===== src/rtl/sd_arb_pkg.sv =====
// Shared state type, sector constants and round-robin helper for the SD sector arbiter.
package sd_arb_pkg;

    typedef enum logic [1:0] {
        ST_IDLE,
        ST_REQ,
        ST_XFER,
        ST_DONE
    } sd_arb_state_t;

    localparam int SD_SECTOR_BYTES = 512;
    localparam int SD_CNT_W        = 10;
    localparam logic [SD_CNT_W-1:0] SD_CNT_FULL = SD_CNT_W'(SD_SECTOR_BYTES);

    // The pointer's requester wins when it is asking, otherwise the other one.
    function automatic logic rr_pick(input logic [1:0] cand, input logic rr);
        return cand[rr] ? rr : ~rr;
    endfunction

endpackage


===== src/rtl/sd_sync_edge.sv =====
// Two-flop synchronizer with a third edge register; rise/fall pulses last one clk cycle.
module sd_sync_edge (
    input  logic clk,
    input  logic reset,
    input  logic i_async,
    output logic o_rise,
    output logic o_fall
);

    logic r_s1;
    logic r_s2;
    logic r_s3;

    always_ff @(posedge clk or posedge reset) begin
        if (reset) begin
            r_s1 <= 1'b0;
            r_s2 <= 1'b0;
            r_s3 <= 1'b0;
        end else begin
            r_s1 <= i_async;
            r_s2 <= r_s1;
            r_s3 <= r_s2;
        end
    end

    assign o_rise = r_s2 & ~r_s3;
    assign o_fall = ~r_s2 & r_s3;

endmodule


===== src/rtl/sd_sector_arb.sv =====
// Round-robin two-requester SD sector controller bridging user_io to requester sector buffers.
// Optional REQ-phase ack timeout is enabled by defining SD_ARB_TIMEOUT_EN.
module sd_sector_arb
    import sd_arb_pkg::*;
#(
    parameter logic [23:0] TIMEOUT = 24'd12_000_000
) (
    input  logic        clk,
    input  logic        reset,
    input  logic [1:0]  req_rd,
    input  logic [1:0]  req_wr,
    input  logic [31:0] req_lba0,
    input  logic [31:0] req_lba1,
    output logic [1:0]  done,
    output logic [1:0]  err,
    output logic        busy,
    output logic [8:0]  buf_addr,
    output logic [7:0]  buf_dout,
    output logic [1:0]  buf_we,
    input  logic [7:0]  buf_din0,
    input  logic [7:0]  buf_din1,
    output logic [31:0] sd_lba,
    output logic        sd_rd,
    output logic        sd_wr,
    input  logic        sd_ack,
    input  logic [7:0]  sd_dout,
    input  logic        sd_dout_strobe,
    input  logic        sd_din_strobe,
    output logic [7:0]  sd_din
);

    sd_arb_state_t r_state;
    sd_arb_state_t w_next;

    logic                r_gnt;
    logic                r_dir_rd;
    logic                r_rr;
    logic [SD_CNT_W-1:0] r_cnt;
    logic                r_overrun;
    logic                r_tmo_hit;
    logic [31:0]         r_sd_lba;
    logic                r_sd_rd;
    logic                r_sd_wr;
    logic [7:0]          r_sd_din;
    logic [8:0]          r_buf_addr;
    logic [7:0]          r_buf_dout;
    logic [1:0]          r_buf_we;
    logic [1:0]          r_done;
    logic [1:0]          r_err;

    logic       w_ack_rise;
    logic       w_ack_fall;
    logic       w_dout_rise;
    logic       w_dout_fall_unused;
    logic       w_din_rise;
    logic       w_din_fall_unused;
    logic [1:0] w_cand;
    logic       w_pick;
    logic       w_grant;
    logic       w_timeout;
    logic [7:0] w_buf_din;

    sd_sync_edge u_sync_ack (
        .clk     (clk),
        .reset   (reset),
        .i_async (sd_ack),
        .o_rise  (w_ack_rise),
        .o_fall  (w_ack_fall)
    );

    sd_sync_edge u_sync_dout (
        .clk     (clk),
        .reset   (reset),
        .i_async (sd_dout_strobe),
        .o_rise  (w_dout_rise),
        .o_fall  (w_dout_fall_unused)
    );

    sd_sync_edge u_sync_din (
        .clk     (clk),
        .reset   (reset),
        .i_async (sd_din_strobe),
        .o_rise  (w_din_rise),
        .o_fall  (w_din_fall_unused)
    );

`ifdef SD_ARB_TIMEOUT_EN
    logic [23:0] r_tmo_cnt;

    // Counts cycles spent waiting for ack; cleared whenever we leave REQ.
    always_ff @(posedge clk or posedge reset) begin
        if (reset) begin
            r_tmo_cnt <= '0;
        end else if (r_state == ST_REQ) begin
            r_tmo_cnt <= r_tmo_cnt + 24'd1;
        end else begin
            r_tmo_cnt <= '0;
        end
    end

    assign w_timeout = (r_state == ST_REQ) && (r_tmo_cnt == TIMEOUT - 24'd1);
`else
    logic w_unused_tmo;

    assign w_timeout    = 1'b0;
    assign w_unused_tmo = ^TIMEOUT;
`endif

    assign w_cand    = req_rd | req_wr;
    assign w_pick    = rr_pick(w_cand, r_rr);
    assign w_buf_din = r_gnt ? buf_din1 : buf_din0;

    always_ff @(posedge clk or posedge reset) begin
        if (reset) begin
            r_state <= ST_IDLE;
        end else begin
            r_state <= w_next;
        end
    end

    always_comb begin
        w_next  = r_state;
        w_grant = 1'b0;
        case (r_state)
            ST_IDLE: begin
                if (|w_cand) begin
                    w_grant = 1'b1;
                    w_next  = ST_REQ;
                end
            end
            ST_REQ: begin
                if (w_ack_rise) begin
                    w_next = ST_XFER;
                end else if (w_timeout) begin
                    w_next = ST_DONE;
                end
            end
            ST_XFER: begin
                if (w_ack_fall) begin
                    w_next = ST_DONE;
                end
            end
            ST_DONE: begin
                w_next = ST_IDLE;
            end
            default: begin
                w_next = ST_IDLE;
            end
        endcase
    end

    always_ff @(posedge clk or posedge reset) begin
        if (reset) begin
            r_gnt      <= 1'b0;
            r_dir_rd   <= 1'b0;
            r_rr       <= 1'b0;
            r_cnt      <= '0;
            r_overrun  <= 1'b0;
            r_tmo_hit  <= 1'b0;
            r_sd_lba   <= '0;
            r_sd_rd    <= 1'b0;
            r_sd_wr    <= 1'b0;
            r_sd_din   <= '0;
            r_buf_addr <= '0;
            r_buf_dout <= '0;
            r_buf_we   <= '0;
            r_done     <= '0;
            r_err      <= '0;
        end else begin
            r_buf_we <= '0;
            r_done   <= '0;
            r_err    <= '0;
            case (r_state)
                ST_IDLE: begin
                    if (w_grant) begin
                        r_gnt     <= w_pick;
                        r_dir_rd  <= req_rd[w_pick];
                        r_sd_lba  <= w_pick ? req_lba1 : req_lba0;
                        r_sd_rd   <= req_rd[w_pick];
                        r_sd_wr   <= ~req_rd[w_pick];
                        r_cnt     <= '0;
                        r_overrun <= 1'b0;
                        r_tmo_hit <= 1'b0;
                    end
                end
                ST_REQ: begin
                    if (w_ack_rise) begin
                        r_sd_rd <= 1'b0;
                        r_sd_wr <= 1'b0;
                    end else if (w_timeout) begin
                        r_sd_rd   <= 1'b0;
                        r_sd_wr   <= 1'b0;
                        r_tmo_hit <= 1'b1;
                    end
                end
                ST_XFER: begin
                    // Bytes beyond a full sector are dropped; only reads flag them.
                    if (r_dir_rd && w_dout_rise) begin
                        if (r_cnt < SD_CNT_FULL) begin
                            r_buf_dout <= sd_dout;
                            r_buf_addr <= r_cnt[8:0];
                            r_buf_we   <= r_gnt ? 2'b10 : 2'b01;
                            r_cnt      <= r_cnt + 1'b1;
                        end else begin
                            r_overrun <= 1'b1;
                        end
                    end
                    if (!r_dir_rd && w_din_rise && (r_cnt < SD_CNT_FULL)) begin
                        r_sd_din <= w_buf_din;
                        r_cnt    <= r_cnt + 1'b1;
                    end
                end
                ST_DONE: begin
                    r_done <= r_gnt ? 2'b10 : 2'b01;
                    if ((r_dir_rd && (r_cnt != SD_CNT_FULL)) || r_overrun || r_tmo_hit) begin
                        r_err <= r_gnt ? 2'b10 : 2'b01;
                    end
                    r_rr <= ~r_gnt;
                end
                default: begin
                end
            endcase
        end
    end

    // Write direction presents cnt straight to the buffer so its read data is ready by the next strobe.
    assign buf_addr = ((r_state == ST_XFER) && !r_dir_rd) ? r_cnt[8:0] : r_buf_addr;
    assign buf_dout = r_buf_dout;
    assign buf_we   = r_buf_we;
    assign sd_lba   = r_sd_lba;
    assign sd_rd    = r_sd_rd;
    assign sd_wr    = r_sd_wr;
    assign sd_din   = r_sd_din;
    assign done     = r_done;
    assign err      = r_err;
    assign busy     = (r_state != ST_IDLE);

endmodule

===== config.mk =====
export PLATFORM = sky130hd
export DESIGN_NAME = sd_sector_arb
export DESIGN_NICKNAME = d
export VERILOG_FILES = /design/src/rtl/sd_arb_pkg.sv /design/src/rtl/sd_sync_edge.sv /design/src/rtl/sd_sector_arb.sv
export SDC_FILE = /design/constraint.sdc
export NUM_CORES = 1
export LEC_CHECK = 0
export ABC_AREA = 1
export CAP_MARGIN = 15
export CELL_PAD_IN_SITES_DETAIL_PLACEMENT = 1
export CELL_PAD_IN_SITES_GLOBAL_PLACEMENT = 2
export CORE_AREA = 2 2 149 115
export CTS_BUF_LIST = sky130_fd_sc_hd__clkbuf_16
export DETAILED_ROUTE_END_ITERATION = 12
export DIE_AREA = 0 0 151 117
export GPL_TIMING_DRIVEN = 0
export PLACE_DENSITY = 0.91
export SKIP_CTS_REPAIR_TIMING = 1
export SLEW_MARGIN = 20
export SYNTH_ARGS = -nofsm -noshare
export SYNTH_HDL_FRONTEND = slang
export SYNTH_SLANG_ARGS = --single-unit

===== constraint.sdc =====
create_clock -name clk -period 3.9 [get_ports clk]
set_input_delay 0.39 -clock clk [delete_from_list [all_inputs] [get_ports clk]]
set_output_delay 0.39 -clock clk [all_outputs]
set_load 0.01 [all_outputs]

Yosys cells after proc, flatten, opt, wreduce, memory -nomap -nowiden
Cells that the tools add are included.
- logic and storage cells: 106
- flip-flop bits (word level): 90
- output and inout port bits: 66
- reductions and logical operators: 19
- bitwise gates (word level): 12
- equal/unequal tests: 12
- order comparisons: 3
- add/sub/neg operators: 1
- muxes and demuxes: 35
- operators by type and width (operator ; number):
    $mux 10 ; 4
    $mux 32 ; 1
    $mux 2 ; 10
    $pmux 10 s2 ; 1
    $mux 1 ; 13
    $add 10x1->10 const B ; 1
    $lt 10x10->1 const B ; 1
    $ne 10x10->1 const B ; 1
    $mux 9 ; 1
    $reduce_and 3->1 ; 3
    $mux 8 ; 1
    $ne 2x2->1 const B ; 4
    $pmux 2 s4 ; 1
    $reduce_and 4->1 ; 2
    $not 1->1 ; 7
    $ne 3x3->1 const B ; 2
    $pmux 1 s2 ; 3
    $reduce_bool 2->1 ; 3
    $logic_and 1x1->1 ; 5
    $and 1x1->1 ; 4
    $eq 2x2->1 const B ; 2
    $lt 1x2->1 const B ; 2
    $ne 2x1->1 const B ; 2
    $reduce_and 2->1 ; 2
    other kinds (6) ; 6

Longest topological paths before layout
Gate-level depths: netlist of run 1.
- word-level depth: 9
- gate-level depth with buffers: 9

By module
Synthesis of run 1 repeated with hierarchy kept, for this count alone.
- cell total of the unflattened synthesis: 482
- area, all modules: 4230.3 µm²
- modules (own cells, without submodules) (module ; cells each ; area each (µm²) ; times used):
    sd_sector_arb ; 458 ; 3948.8 ; 1
    sd_sync_edge ; 8 ; 93.8 ; 3

Worst setup path after synthesis of run 1
No wires, ideal clock.
- path type: reg-to-output
- start: register r_state[0]
- end: output port buf_addr[0]
- stages on the path, launching flop included: 7
- setup slack: 2.163 ns
- arrival: 1.347 ns
- cell sequence: dfrtp_1 > inv_1 > ha_1 > buf_6 > nand2_2 > clkbuf_2 > o21ai_0
- longest elaborated chain between the ends: 3
- ends and longest elaborated chain (item ; line ; text):
    start: declaration ; sd_sector_arb.sv:32 ; sd_arb_state_t r_state;
    start signal: assignment ; sd_sector_arb.sv:117 ; r_state <= w_next;
    $eq 2x2->1 ; sd_sector_arb.sv:227 ; assign buf_addr = ((r_state == ST_XFER) && !r_dir_rd) ? r_cnt[8:0] : r_buf_addr;
    $logic_and 1x1->1 ; sd_sector_arb.sv:227 ;
    $mux 9 ; sd_sector_arb.sv:227 ;
    end: declaration ; sd_sector_arb.sv:17 ; output logic [8:0] buf_addr,
No other way between the ends.

Worst setup path after layout of run 1
- start: register r_state[0]
- end: output port buf_addr[1]
Same word-level chain as after synthesis.

==> summary.md, run 1 <==
| Metric | Value |
|---|---|
| Result of the run | `finished, final reports clean` |
| Sum of net half-perimeters after detailed placement | `11,250 um` |
| R2R Setup Slk | `2.16 ns` |
| Clk pwr share | `20.3%` |
| Number of synthesized flops with an enable pin | `0` |
| Internal power | `2.865 mW` |
| Worst flop-to-flop path startpoint | `r_state[0]$_DFFE_PP0P_` |
| Leakage | `~2.9 nW` |
| TritonCTS sink count | `90` |
| Most instantiated flip-flop cell in the synthesis netlist | `sky130_fd_sc_hd__dfrtp_1` |
| Die span in x | `around 150 um` |
| Slew at the pin closest to its max-slew limit | `0.6569 ns` |
| Starting density of the core | `27.29%` |
| Rows | `41` |
| Via count of the first global-routing pass | `4,420` |
| Number of design-rule violations left by the first detailed-router iteration | `approximately 140` |
| Final-report max-slew violation count | `0` |
| Routed wire length per instance | `~16 um` |
| Clk root buf | `sky130_fd_sc_hd__clkbuf_16` |
| Post-synthesis cell type count | `30` |
| Worst path max stage delay | `0.58 ns` |
| Achievable frequency | `0.3569 GHz` |
| Switching power | `~1.8 mW` |
| N_diodes | `0` |
| Core footprint | `0.01631 sq mm` |
| Maxcap violations | `0` |
| Clock tree from TritonCTS | `yes` |
| Xor and xnor fraction of the mapped netlist area | `0.3935%` |
| Worst supply voltage drop on vdd | `0.2988 mV` |
| Capturing point of the worst reg2reg path | `r_buf_addr[5]$_DFFE_PP0P_` |
| Share of cell area taken by muxes after synthesis | `0%` |
| Switching share of power | `39.19%` |
| Tightest slew margin relative to the limit | `56.21%` |
| Number of DRC violations after detailed routing | `0` |
| Startpoint of the worst hold path | `u_sync_ack.r_s1$_DFF_PP0_` |
| Final setup margin | `1.098 ns` |
| Start-to-end type of the worst setup path | `register to output pin` |
| Remaining number of nets flagged by the antenna check after routing | `0` |
| Fraction of the mapped netlist area in compound gates | `17.14%` |
| Basic-gate share of the synthesized area counting and, or, nand and nor cells | `between 20% and 30%` |
| Class of the most critical hold timing path | `register to register` |
| IO Port Bufs | `approximately 160` |
| Fraction of layout cells with a size suffix above 1 | `16.79%` |
| Main combinational cell family by area after synthesis | `simple AND/OR/NAND/NOR gates` |
| Via Count | `around 4.1k` |
| Share of the cycle needed by the critical path after routing | `71.84%` |
| Total count of hold-check failures in the final report | `0` |
| Number of fill cells in the layout | `1,909` |
| Final design instance area without fill | `0.006699 sq mm` |
| Total gr overflow | `0` |
| Global-route wire length before repair | `23,270 um` |
| Sequential cell area fraction in the yosys report | `between 50% and 60%` |
| Area growth from synthesis to layout | `50.48%` |
| Wire length after detailed routing | `14,540 um` |
| Design Power | `4.712 mW` |
| Cts bufs inserted | `9` |
| Part of the total power dissipated in sequential elements | `30.9%` |
| Instance area after placement | `0.006375 sq mm` |
| RSZ-0062 raised after global routing | `false` |
| Syn Nets | `604` |
| Proportion of power drawn by combinational gates | `48.7%` |
| Finish-stage setup viols | `0` |
| Mean area per synthesized cell | `8.904 sq um` |
| Warnings, synthesis | `0` |
| Final nets | `between 700 and 800` |
| Overall fraction of global-route tracks in use | `between 10% and 20%` |
| Time the worst path needs with I/O delays and setup | `2.802 ns` |
| Cells along the critical path | `inv_1, ha_1, buf_6, nand2_2, clkbuf_2, o21ai_0, clkdlybuf4s50_1` |
| Adder-cell share of the synthesized area | `1.967%` |
| Area of the mapped netlist | `0.004452 sq mm` |
| Number of instances on the worst hold path | `0` |
| Most frequent cells in the layout | `sky130_fd_sc_hd__clkdlybuf4s50_1 (162), sky130_fd_sc_hd__nand2_1 (122), sky130_fd_sc_hd__dfrtp_1 (90)` |
| Number of levels in the clock H-tree | `3` |
| Asr flop ratio synth | `100.0%` |
| Die Outline Area | `0.01767 sq mm` |
| Maximum count of clock buffers along a single path | `2` |
| Clk_lat worst skew | `0.35 ns` |
| Final GP Congestion | `0.8600` |
| Final Skew | `0.01189 ns` |
| Crit path capture type | `output pin` |
| Pin count of the biggest net entering global routing | `63` |
| Hold EP | `u_sync_ack.r_s2$_DFF_PP0_` |
| Number of instances in the synthesized netlist | `500` |
| Number of cell instances on the worst register-to-register path | `9` |
| Pre-Repair DR Iteration Count | `4` |
| Critical path launch point | `r_state[0]$_DFFE_PP0P_` |
| Die height | `117 um` |
| WP data arrival | `2.41 ns` |
| Reg clk slew, reported paths | `0.07 ns` |
| Drt via density | `about 4.5` |
| Startpoint kind of the worst setup timing path | `register` |
| Data required time of the worst path | `between 3 and 4 ns` |
| Pre-CTS setup slack | `1.452 ns` |
| Most common cell after layout, fill and taps aside | `sky130_fd_sc_hd__clkdlybuf4s50_1` |
| Crit-path max FO | `10` |
| Initial antenna violation count | `0` |
| # IOs | `163` |
| Library cell contributing the largest single delay on the critical path | `sky130_fd_sc_hd__clkdlybuf4s50_1` |
| Count of state elements after synthesis | `90` |
| Power per cell area | `703.4 mW/mm^2` |
-- per-stage QoR --
step	hold WS [ns]	util (%)	setup TNS, ns	instances
after global routing	0.3541	41.06	0	894
after detailed placement	0.3364	39.08	0	878
after global placement	0.3362	38.88	-36.23	877
final	0.3467	41.06	0	894
after floorplan	0.3312	-	0	500
after CTS	0.3506	41.06	0	894
-- cell families (layout without fill, tap and decap cells) --
family | after synthesis | count (layout)
buffers and inverters | 57 | 236
AO/OA/AOI/OAI | 120 | 120
adder cells (fa/ha/maj) | 7 | 7
XOR/XNOR | 2 | 2
AND/OR/NAND/NOR | 224 | 224
flip-flops | 90 | 90
-- critical path: cells and delay by family, from the launching register on --
family	cells	cell delay (ns)
AOI/OAI and AO/OA	1	0.21
adders and majority gates	1	0.18
buffers and inverters	4	1.11
DFF	1	0.41
and+or+nand+nor	1	0.16
-- layout make-up --
type                            count  area (sq um)  area share [%]
Clock buffer                        9         225.2           3.362
Sequential cell                    90          2252           33.62
Clock inverter                      7         98.84           1.476
Buffer                             19         143.9           2.148
Tap cell                          215         269.0           4.016
Multi-Input combinational cell    353          1906           28.45
Timing Repair Buffer              163          1649           24.62
Inverter                           38         155.1           2.316
-- per-layer routing --
metal  part of all wire, %  GRT usage, %
met1                    45         22.10
met2                    50         28.94
met5                     0             0
met4                   1.9         5.296
met3                   3.0         3.295
-- worst max path at each step --
stage / to / cells after the start
3_3_place_gp: sd_lba[16]$_DFFE_PP0P_ / 2
4_1_cts: buf_addr[1] / 7
5_1_grt: buf_addr[1] / 7
3_5_place_dp: buf_addr[7] / 7
2_1_floorplan: buf_dout[0]$_DFFE_PP0P_ / 1
6_report: buf_addr[1] / 7
-- cells in the mapped netlist, types with 5 or more instances --
cell type	count	area [sq um]
sky130_fd_sc_hd__a21oi_1	5	25.02
sky130_fd_sc_hd__o211ai_1	8	60.06
sky130_fd_sc_hd__nand2_1	122	457.9
sky130_fd_sc_hd__buf_6	7	78.83
sky130_fd_sc_hd__o21ai_0	24	120.1
sky130_fd_sc_hd__nor2_2	5	31.28
sky130_fd_sc_hd__ha_1	7	87.58
sky130_fd_sc_hd__or2_2	8	50.05
sky130_fd_sc_hd__nand2_2	13	81.33
sky130_fd_sc_hd__o21ai_1	45	225.2
sky130_fd_sc_hd__nor2_1	50	187.7
sky130_fd_sc_hd__buf_2	6	30.03
sky130_fd_sc_hd__o21ai_2	38	332.8
sky130_fd_sc_hd__inv_1	33	123.9
sky130_fd_sc_hd__nand3_1	10	50.05
sky130_fd_sc_hd__dfrtp_1	90	2252
-- sequential cells by signal, summed over array words and instances, names as in the netlist, 2 cells and up --
name and cells:
buf_we 2, buf_dout 8, err 2, sd_din 8, sd_lba 32, done 2
r_buf_addr 9, r_state 2, r_cnt 10
-- power by group through the flow --
stage | Clock, mW | Combinational [mW] | Sequential, mW
CTS | 0.989 | 2.34 | 1.46
detailed placement | 0 | 2.32 | 1.48
global route | 1.02 | 2.54 | 1.50
floorplan | 0 | 1.13 | 1.57
global placement | 0 | 2.24 | 1.46
finish | 0.959 | 2.30 | 1.46
Note: power is estimated with default switching activity, not from simulation.
==> run 2: changes to the inputs <==
--- a/config.mk
+++ b/config.mk
@@ -9,12 +9,12 @@
 export CAP_MARGIN = 15
 export CELL_PAD_IN_SITES_DETAIL_PLACEMENT = 1
 export CELL_PAD_IN_SITES_GLOBAL_PLACEMENT = 2
-export CORE_AREA = 2 2 149 115
+export CORE_AREA = 2 2 164 126
 export CTS_BUF_LIST = sky130_fd_sc_hd__clkbuf_16
 export DETAILED_ROUTE_END_ITERATION = 12
-export DIE_AREA = 0 0 151 117
+export DIE_AREA = 0 0 166 128
 export GPL_TIMING_DRIVEN = 0
-export PLACE_DENSITY = 0.91
+export PLACE_DENSITY = 0.81
 export SKIP_CTS_REPAIR_TIMING = 1
 export SLEW_MARGIN = 20
 export SYNTH_ARGS = -nofsm -noshare
==> constraint.sdc (replaced) <==
create_clock -name clk -period 2.3 [get_ports clk]
set_input_delay 0.23 -clock clk [delete_from_list [all_inputs] [get_ports clk]]
set_output_delay 0.23 -clock clk [all_outputs]
set_load 0.01 [all_outputs]
==> run 2 against run 1 <==
Against the previous run:
- sequential share of layout area down 0.96 points
- global-route usage down 2.6 points
- core utilization down 6.2 points
- non-clock buffer count up 3
- combinational power up 70%
- clock skew up 0.0012 ns
- largest cell class unchanged
- critical path depth unchanged
- highest routed layer unchanged
- worst setup slack worse by 0.92 ns
==> summary.md, run 2 (synthesis gave the netlist of run 1 again) <==
| Metric | Value |
|---|---|
| End point of the critical path | `buf_addr[1]` |
| Fraction of layout cells with a size suffix above 1 | `17.30% (+0.51 points)` |
| Die span in x | `166 um (+9.9%)` |
| Design Power | `8.255 mW (+75%)` |
| Result of the run | `finished, final reports clean` |
| Start-to-end type of the worst setup path | `register to output pin` |
| Clk root buf | `sky130_fd_sc_hd__clkbuf_16` |
| Total count of hold-check failures in the final report | `0 (unchanged)` |
| Overall fraction of global-route tracks in use | `14.39% (-2.6 points)` |
| Via Count | `4,089 (+0.89%)` |
| Power per cell area | `1197 mW/mm^2 (+70%)` |
| Cells along the critical path | `inv_2, ha_1, buf_6, nand2_4, clkbuf_4, o21ai_0, dlymetal6s2s_1` |
| Area growth from synthesis to layout | `54.92%` |
| Rows | `45 (+9.8%)` |
| R2R Setup Slk | `0.61 ns (-1.55 ns)` |
| Number of cell instances on the worst register-to-register path | `9 (unchanged)` |
| Number of levels in the clock H-tree | `3 (unchanged)` |
| Crit path capture type | `output pin` |
| Via count of the first global-routing pass | `4,635 (+4.9%)` |
| WP data arrival | `1.90 ns (-0.51 ns)` |
| Clk_lat worst skew | `0.36 ns (about the same)` |
| TritonCTS sink count | `90 (unchanged)` |
| Clock tree from TritonCTS | `yes` |
| Maxcap violations | `0 (unchanged)` |
| Finish-stage setup viols | `0 (unchanged)` |
| Number of design-rule violations left by the first detailed-router iteration | `148 (+9.6%)` |
| Number of cells on the critical path | `7 (unchanged)` |
| Number of cells after detailed placement | `924 (+5.2%)` |
| Die height | `128 um (+9.4%)` |
| Kind of cell adding the most delay to the critical path | `buffers and inverters` |
| Time the worst path needs with I/O delays and setup | `between 2 and 2.5 ns` |
| Tightest slew margin relative to the limit | `57.79% (+1.6 points)` |
| Leakage | `3.122 nW (+7.7%)` |
| Pin count of the biggest net entering global routing | `23 (-63%)` |
| Startpoint kind of the worst setup timing path | `register` |
| Maximum count of clock buffers along a single path | `2 (unchanged)` |
| IO Port Bufs | `162 (unchanged)` |
| # IOs | `163 (unchanged)` |
| Initial antenna violation count | `0 (unchanged)` |
| Count of buffer and inverter cells on the critical path | `4 (unchanged)` |
| RSZ-0062 raised after global routing | `false` |
| Number of DRC violations after detailed routing | `0 (unchanged)` |
| Most frequent cells in the layout | `sky130_fd_sc_hd__clkdlybuf4s50_1 (153), sky130_fd_sc_hd__nand2_1 (122), sky130_fd_sc_hd__dfrtp_1 (90)` |
| Library cell contributing the largest single delay on the critical path | `sky130_fd_sc_hd__dfrtp_1` |
| Starting density of the core | `22.53% (-4.8 points)` |
| Pre-Repair DR Iteration Count | `4 (unchanged)` |
| Sum of net half-perimeters after detailed placement | `11,600 um (+3.1%)` |
| Worst flop-to-flop path startpoint | `r_state[0]$_DFFE_PP0P_` |
| Reg clk slew, reported paths | `0.08 ns (about the same)` |
| Critical path launch point | `r_state[0]$_DFFE_PP0P_` |
| Core footprint | `0.01976 sq mm (+21%)` |
| N_diodes | `0 (unchanged)` |
| Remaining number of nets flagged by the antenna check after routing | `0 (unchanged)` |
| Wire length after detailed routing | `14,890 um (+2.4%)` |
| Achievable frequency | `~0.47 GHz` |
| Drt via density | `4.350 (-4.0%)` |
| Final setup margin | `0.1739 ns (-0.9244 ns)` |
| Post-route non-filler standard cell count | `940 (+5.1%)` |
| Final nets | `781 (+0.39%)` |
| Crit-path max FO | `10 (unchanged)` |
| Routed wire length per instance | `15.84 um (-2.6%)` |
| Number of flip-flops under the largest register name | `32 (unchanged)` |
| Class of the most critical hold timing path | `input pin to asynchronous set/reset pin` |
| Global-route wire length before repair | `24,380 um (+4.7%)` |
| Final Skew | `0.01314 ns (+0.001243 ns)` |
| Die Outline Area | `0.02125 sq mm (+20%)` |
| Share of the cycle needed by the critical path after routing | `92.44%` |
| Slew at the pin closest to its max-slew limit | `0.6331 ns (-0.02382 ns)` |
| Cts bufs inserted | `9 (unchanged)` |
| Pre-CTS setup slack | `-0.008913 ns (-1.461 ns)` |
| Most common cell after layout, fill and taps aside | `sky130_fd_sc_hd__clkdlybuf4s50_1` |
| Worst path max stage delay | `0.42 ns (-0.16 ns)` |
| Worst supply voltage drop on vdd | `0.4351 mV (+46%)` |
| Capturing point of the worst reg2reg path | `buf_dout[2]$_DFFE_PP0P_` |
| Final GP Congestion | `0.7716 (-10%)` |
| Data required time of the worst path | `2.07 ns (-1.44 ns)` |
| Total gr overflow | `0 (unchanged)` |
| Final-report max-slew violation count | `0 (unchanged)` |
run 2: cell types whose count changed in the layout (fill, tap and decap cells not counted), moves of 2 or more:
cell,previous run,this run
sky130_fd_sc_hd__buf_12,0,2
sky130_fd_sc_hd__dlymetal6s2s_1,0,9
sky130_fd_sc_hd__bufinv_16,2,4
sky130_fd_sc_hd__clkdlybuf4s50_1,162,153
run 2: layer usage:
layer  GRT usage, %  vias to the layer above  share of wire [%]
met3          3.303                       12                3.8
li1               -                     1979                  -
met2          24.24                       89                 48
met1          18.59                     2009                 47
met5              0                        -                  0
met4          4.246                        0                1.4
run 2: through the flow:
stage	instance area [sq um]	util (%)	hold WS, ns	setup TNS, ns
3_5_place_dp	6495	32.86	0.3396	-0.008913
3_3_place_gp	6400	32.38	0.3390	-6.324
6_report	6897	34.90	0.1852	0
4_1_cts	6867	34.75	0.1859	-3.229
5_1_grt	6897	34.90	0.2004	0
2_1_floorplan	4456	-	0.2614	0
run 2: final cells by class:
cell class	instances	area, sq um
buffer	19	146.4
clock buffer	9	225.2
clock inverter	7	146.4
fill	2244	12870
inverter	38	153.9
multi-input combinational	353	1911
sequential	90	2252
tap	258	322.8
timing repair buffer	166	1739
run 2: worst min path at each step:
stage	start	to	slack, ns	depth (start not counted)
2_1_floorplan	sd_ack	u_sync_ack.r_s1$_DFF_PP0_	0.26	0
3_3_place_gp	u_sync_ack.r_s1$_DFF_PP0_	u_sync_ack.r_s2$_DFF_PP0_	0.34	0
3_5_place_dp	u_sync_ack.r_s1$_DFF_PP0_	u_sync_ack.r_s2$_DFF_PP0_	0.34	0
4_1_cts	reset	buf_dout[6]$_DFFE_PP0P_	0.19	2
5_1_grt	reset	buf_dout[6]$_DFFE_PP0P_	0.20	2
6_report	reset	buf_dout[2]$_DFFE_PP0P_	0.19	2
run 2: power by group:
group | internal (mW) | leakage, nW | switching (mW)
Sequential | 2.14 | 1.13 | 0.339
Clock | 1.18 | 0.181 | 0.689
Combinational | 1.77 | 1.81 | 2.13
==> run 3: changes to the inputs <==
==> constraint.sdc (replaced) <==
create_clock -name clk -period 2.3 [get_ports clk]
set_input_delay 0.23 -clock clk [delete_from_list [all_inputs] [get_ports clk]]
set_output_delay 0.23 -clock clk [all_outputs]
set_load 0.05 [all_outputs]
==> run 3 against run 2 <==
Against the previous run:
- total power rose by 18%
- register-to-register slack about the same
- clock skew barely moved
- critical endpoint is now buf_addr[2]
- largest cell class unchanged
- largest power group unchanged
==> summary.md, run 3 (synthesis gave the netlist of run 1 again) <==
| Metric | Value |
|---|---|
| Rows | `45 (unchanged)` |
| RSZ-0062 raised after global routing | `true` |
| Count of buffer and inverter cells on the critical path | `4 (unchanged)` |
| Result of the run | `finished, final reports clean` |
| Reg clk slew, reported paths | `0.08 ns (about the same)` |
| Number of design-rule violations left by the first detailed-router iteration | `171 (+16%)` |
| Via Count | `4,095 (+0.15%)` |
| Clk_lat worst skew | `0.36 ns (about the same)` |
| Class of the most critical hold timing path | `input pin to asynchronous set/reset pin` |
| Number of flip-flops under the largest register name | `32 (unchanged)` |
| Leakage | `2.978 nW (-4.6%)` |
| Pre-Repair DR Iteration Count | `4 (unchanged)` |
| Library cell contributing the largest single delay on the critical path | `sky130_fd_sc_hd__dfrtp_1` |
| Number of cells on the critical path | `7 (unchanged)` |
| Maximum count of clock buffers along a single path | `2 (unchanged)` |
| Slew at the pin closest to its max-slew limit | `0.5933 ns (-0.03984 ns)` |
| Finish-stage setup viols | `0 (unchanged)` |
| Drt via density | `4.356 (+0.15%)` |
| Final-report max-slew violation count | `0 (unchanged)` |
| Clock tree from TritonCTS | `yes` |
| Final nets | `781 (unchanged)` |
| Fraction of layout cells with a size suffix above 1 | `18.62% (+1.3 points)` |
| Tightest slew margin relative to the limit | `60.45% (+2.7 points)` |
| Total count of hold-check failures in the final report | `0 (unchanged)` |
| Worst supply voltage drop on vdd | `0.6081 mV (+40%)` |
| Initial antenna violation count | `0 (unchanged)` |
| IO Port Bufs | `162 (unchanged)` |
| Met2 wire len | `7137 um (+0.61%)` |
| Sum of net half-perimeters after detailed placement | `11,600 um (unchanged)` |
| Die Outline Area | `0.02125 sq mm (unchanged)` |
| Total gr overflow | `0 (unchanged)` |
| Number of cell instances on the worst register-to-register path | `9 (unchanged)` |
| Number of levels in the clock H-tree | `3 (unchanged)` |
| Crit path capture type | `output pin` |
| Overall fraction of global-route tracks in use | `14.39% (unchanged)` |
| Instance area after placement | `0.006495 sq mm (unchanged)` |
| Most frequent cells in the layout | `sky130_fd_sc_hd__clkdlybuf4s50_1 (152), sky130_fd_sc_hd__nand2_1 (122), sky130_fd_sc_hd__dfrtp_1 (90)` |
| WP data arrival | `1.94 ns (+0.04 ns)` |
| Sequential cell area | `0.002252 sq mm (unchanged)` |
| Global-route wire length before repair | `24,380 um (unchanged)` |
| Crit-path max FO | `10 (unchanged)` |
| Design Power | `9.723 mW (+18%)` |
| Final GP Congestion | `0.7716 (unchanged)` |
| Area growth from synthesis to layout | `54.05%` |
| Final setup margin | `0.1285 ns (-0.04538 ns)` |
| Worst flop-to-flop path startpoint | `r_state[0]$_DFFE_PP0P_` |
| Start-to-end type of the worst setup path | `register to output pin` |
| Wire length after detailed routing | `14,910 um (+0.12%)` |
| Die span in x | `166 um (unchanged)` |
| Worst path max stage delay | `0.42 ns (about the same)` |
| Pin count of the biggest net entering global routing | `23 (unchanged)` |
| Routed wire length per instance | `15.86 um (+0.12%)` |
| Routed length on met3 | `633 um (+12%)` |
| Power per cell area | `1418 mW/mm^2 (+18%)` |
| Highest metal used | `met4` |
| Remaining number of nets flagged by the antenna check after routing | `0 (unchanged)` |
| Via count of the first global-routing pass | `4,635 (unchanged)` |
| Die height | `128 um (unchanged)` |
| Number of DRC violations after detailed routing | `0 (unchanged)` |
| TritonCTS sink count | `90 (unchanged)` |
| Cells along the critical path | `inv_2, ha_1, buf_6, nand2_4, clkbuf_4, o21ai_0, buf_4` |
| Data required time of the worst path | `2.07 ns (about the same)` |
| Final Skew | `0.01313 ns (-0.000005600 ns)` |
| Startpoint kind of the worst setup timing path | `register` |
| R2R Setup Slk | `0.61 ns (about the same)` |
| N_diodes | `0 (unchanged)` |
| Maxcap violations | `0 (unchanged)` |
| Most common cell after layout, fill and taps aside | `sky130_fd_sc_hd__clkdlybuf4s50_1` |
| Capturing point of the worst reg2reg path | `buf_dout[2]$_DFFE_PP0P_` |
| Achievable frequency | `0.4605 GHz (-2.1%)` |
| Pre-CTS setup slack | `-0.2760 ns (-0.2670 ns)` |
| Number of fill cells in the layout | `2,243 (-0.045%)` |
| Starting density of the core | `22.53% (unchanged)` |
| Multi-input gate area in the final layout | `0.001911 sq mm (unchanged)` |
| Kind of cell adding the most delay to the critical path | `buffers and inverters` |
| Critical path launch point | `r_state[0]$_DFFE_PP0P_` |
| DRT met1 WL | `6936 um (-1.3%)` |
| Cts bufs inserted | `9 (unchanged)` |
| Time the worst path needs with I/O delays and setup | `2.172 ns (+0.04538 ns)` |
| # IOs | `163 (unchanged)` |
| Final design instance area without fill | `0.006858 sq mm (-0.56%)` |
| Core footprint | `0.01976 sq mm (unchanged)` |
| Clk root buf | `sky130_fd_sc_hd__clkbuf_16` |
| Share of the cycle needed by the critical path after routing | `94.41% (+2.0 points)` |
==> run 3: cell count changes in the layout (fill, tap and decap cells not counted) <==
cell                              change
sky130_fd_sc_hd__dlymetal6s2s_1       -8
sky130_fd_sc_hd__o21ai_0              -3
sky130_fd_sc_hd__clkbuf_4             +1
sky130_fd_sc_hd__buf_6                +1
sky130_fd_sc_hd__buf_4                +7
sky130_fd_sc_hd__clkdlybuf4s50_1      -1
sky130_fd_sc_hd__o21ai_1              +3
==> run 3: final cells by class <==
| type | count | share of cell area (%) |
|---|---|---|
| Timing Repair Buffer | 166 | 24.79 |
| Clock inverter | 7 | 2.135 |
| Sequential cell | 90 | 32.84 |
| Tap cell | 258 | 4.707 |
| Buffer | 19 | 2.135 |
| Multi-Input combinational cell | 353 | 27.86 |
| Clock buffer | 9 | 3.284 |
| Inverter | 38 | 2.244 |
==> run 3: metal layers <==
layer | vias to the layer above | GRT usage (%)
met5 | - | 0
met4 | 0 | 4.246
met3 | 12 | 3.303
met2 | 91 | 24.24
met1 | 2016 | 18.59
li1 | 1976 | -
==> run 3: how the worst max path moves through the flow <==
stage	endpoint
floorplan	buf_addr[0]
global placement	buf_addr[1]
detailed placement	buf_addr[1]
CTS	buf_addr[1]
global route	buf_addr[2]
finish	buf_addr[2]
==> run 3: stage by stage <==
step	std cells	utilization (%)	setup TNS, ns	hold slack, ns
detailed placement	924	32.86	-2.091	0.3396
floorplan	500	-	-0.8317	0.2614
CTS	940	34.75	-5.663	0.1859
finish	940	34.70	0	0.1873
global placement	920	32.38	-7.783	0.3390
global route	940	34.70	-0.01573	0.2004
==> run 3: report_power, final <==
group          switching (mW)  internal (mW)
Combinational            3.60           1.76
Sequential              0.338           2.14
Clock                   0.692           1.18
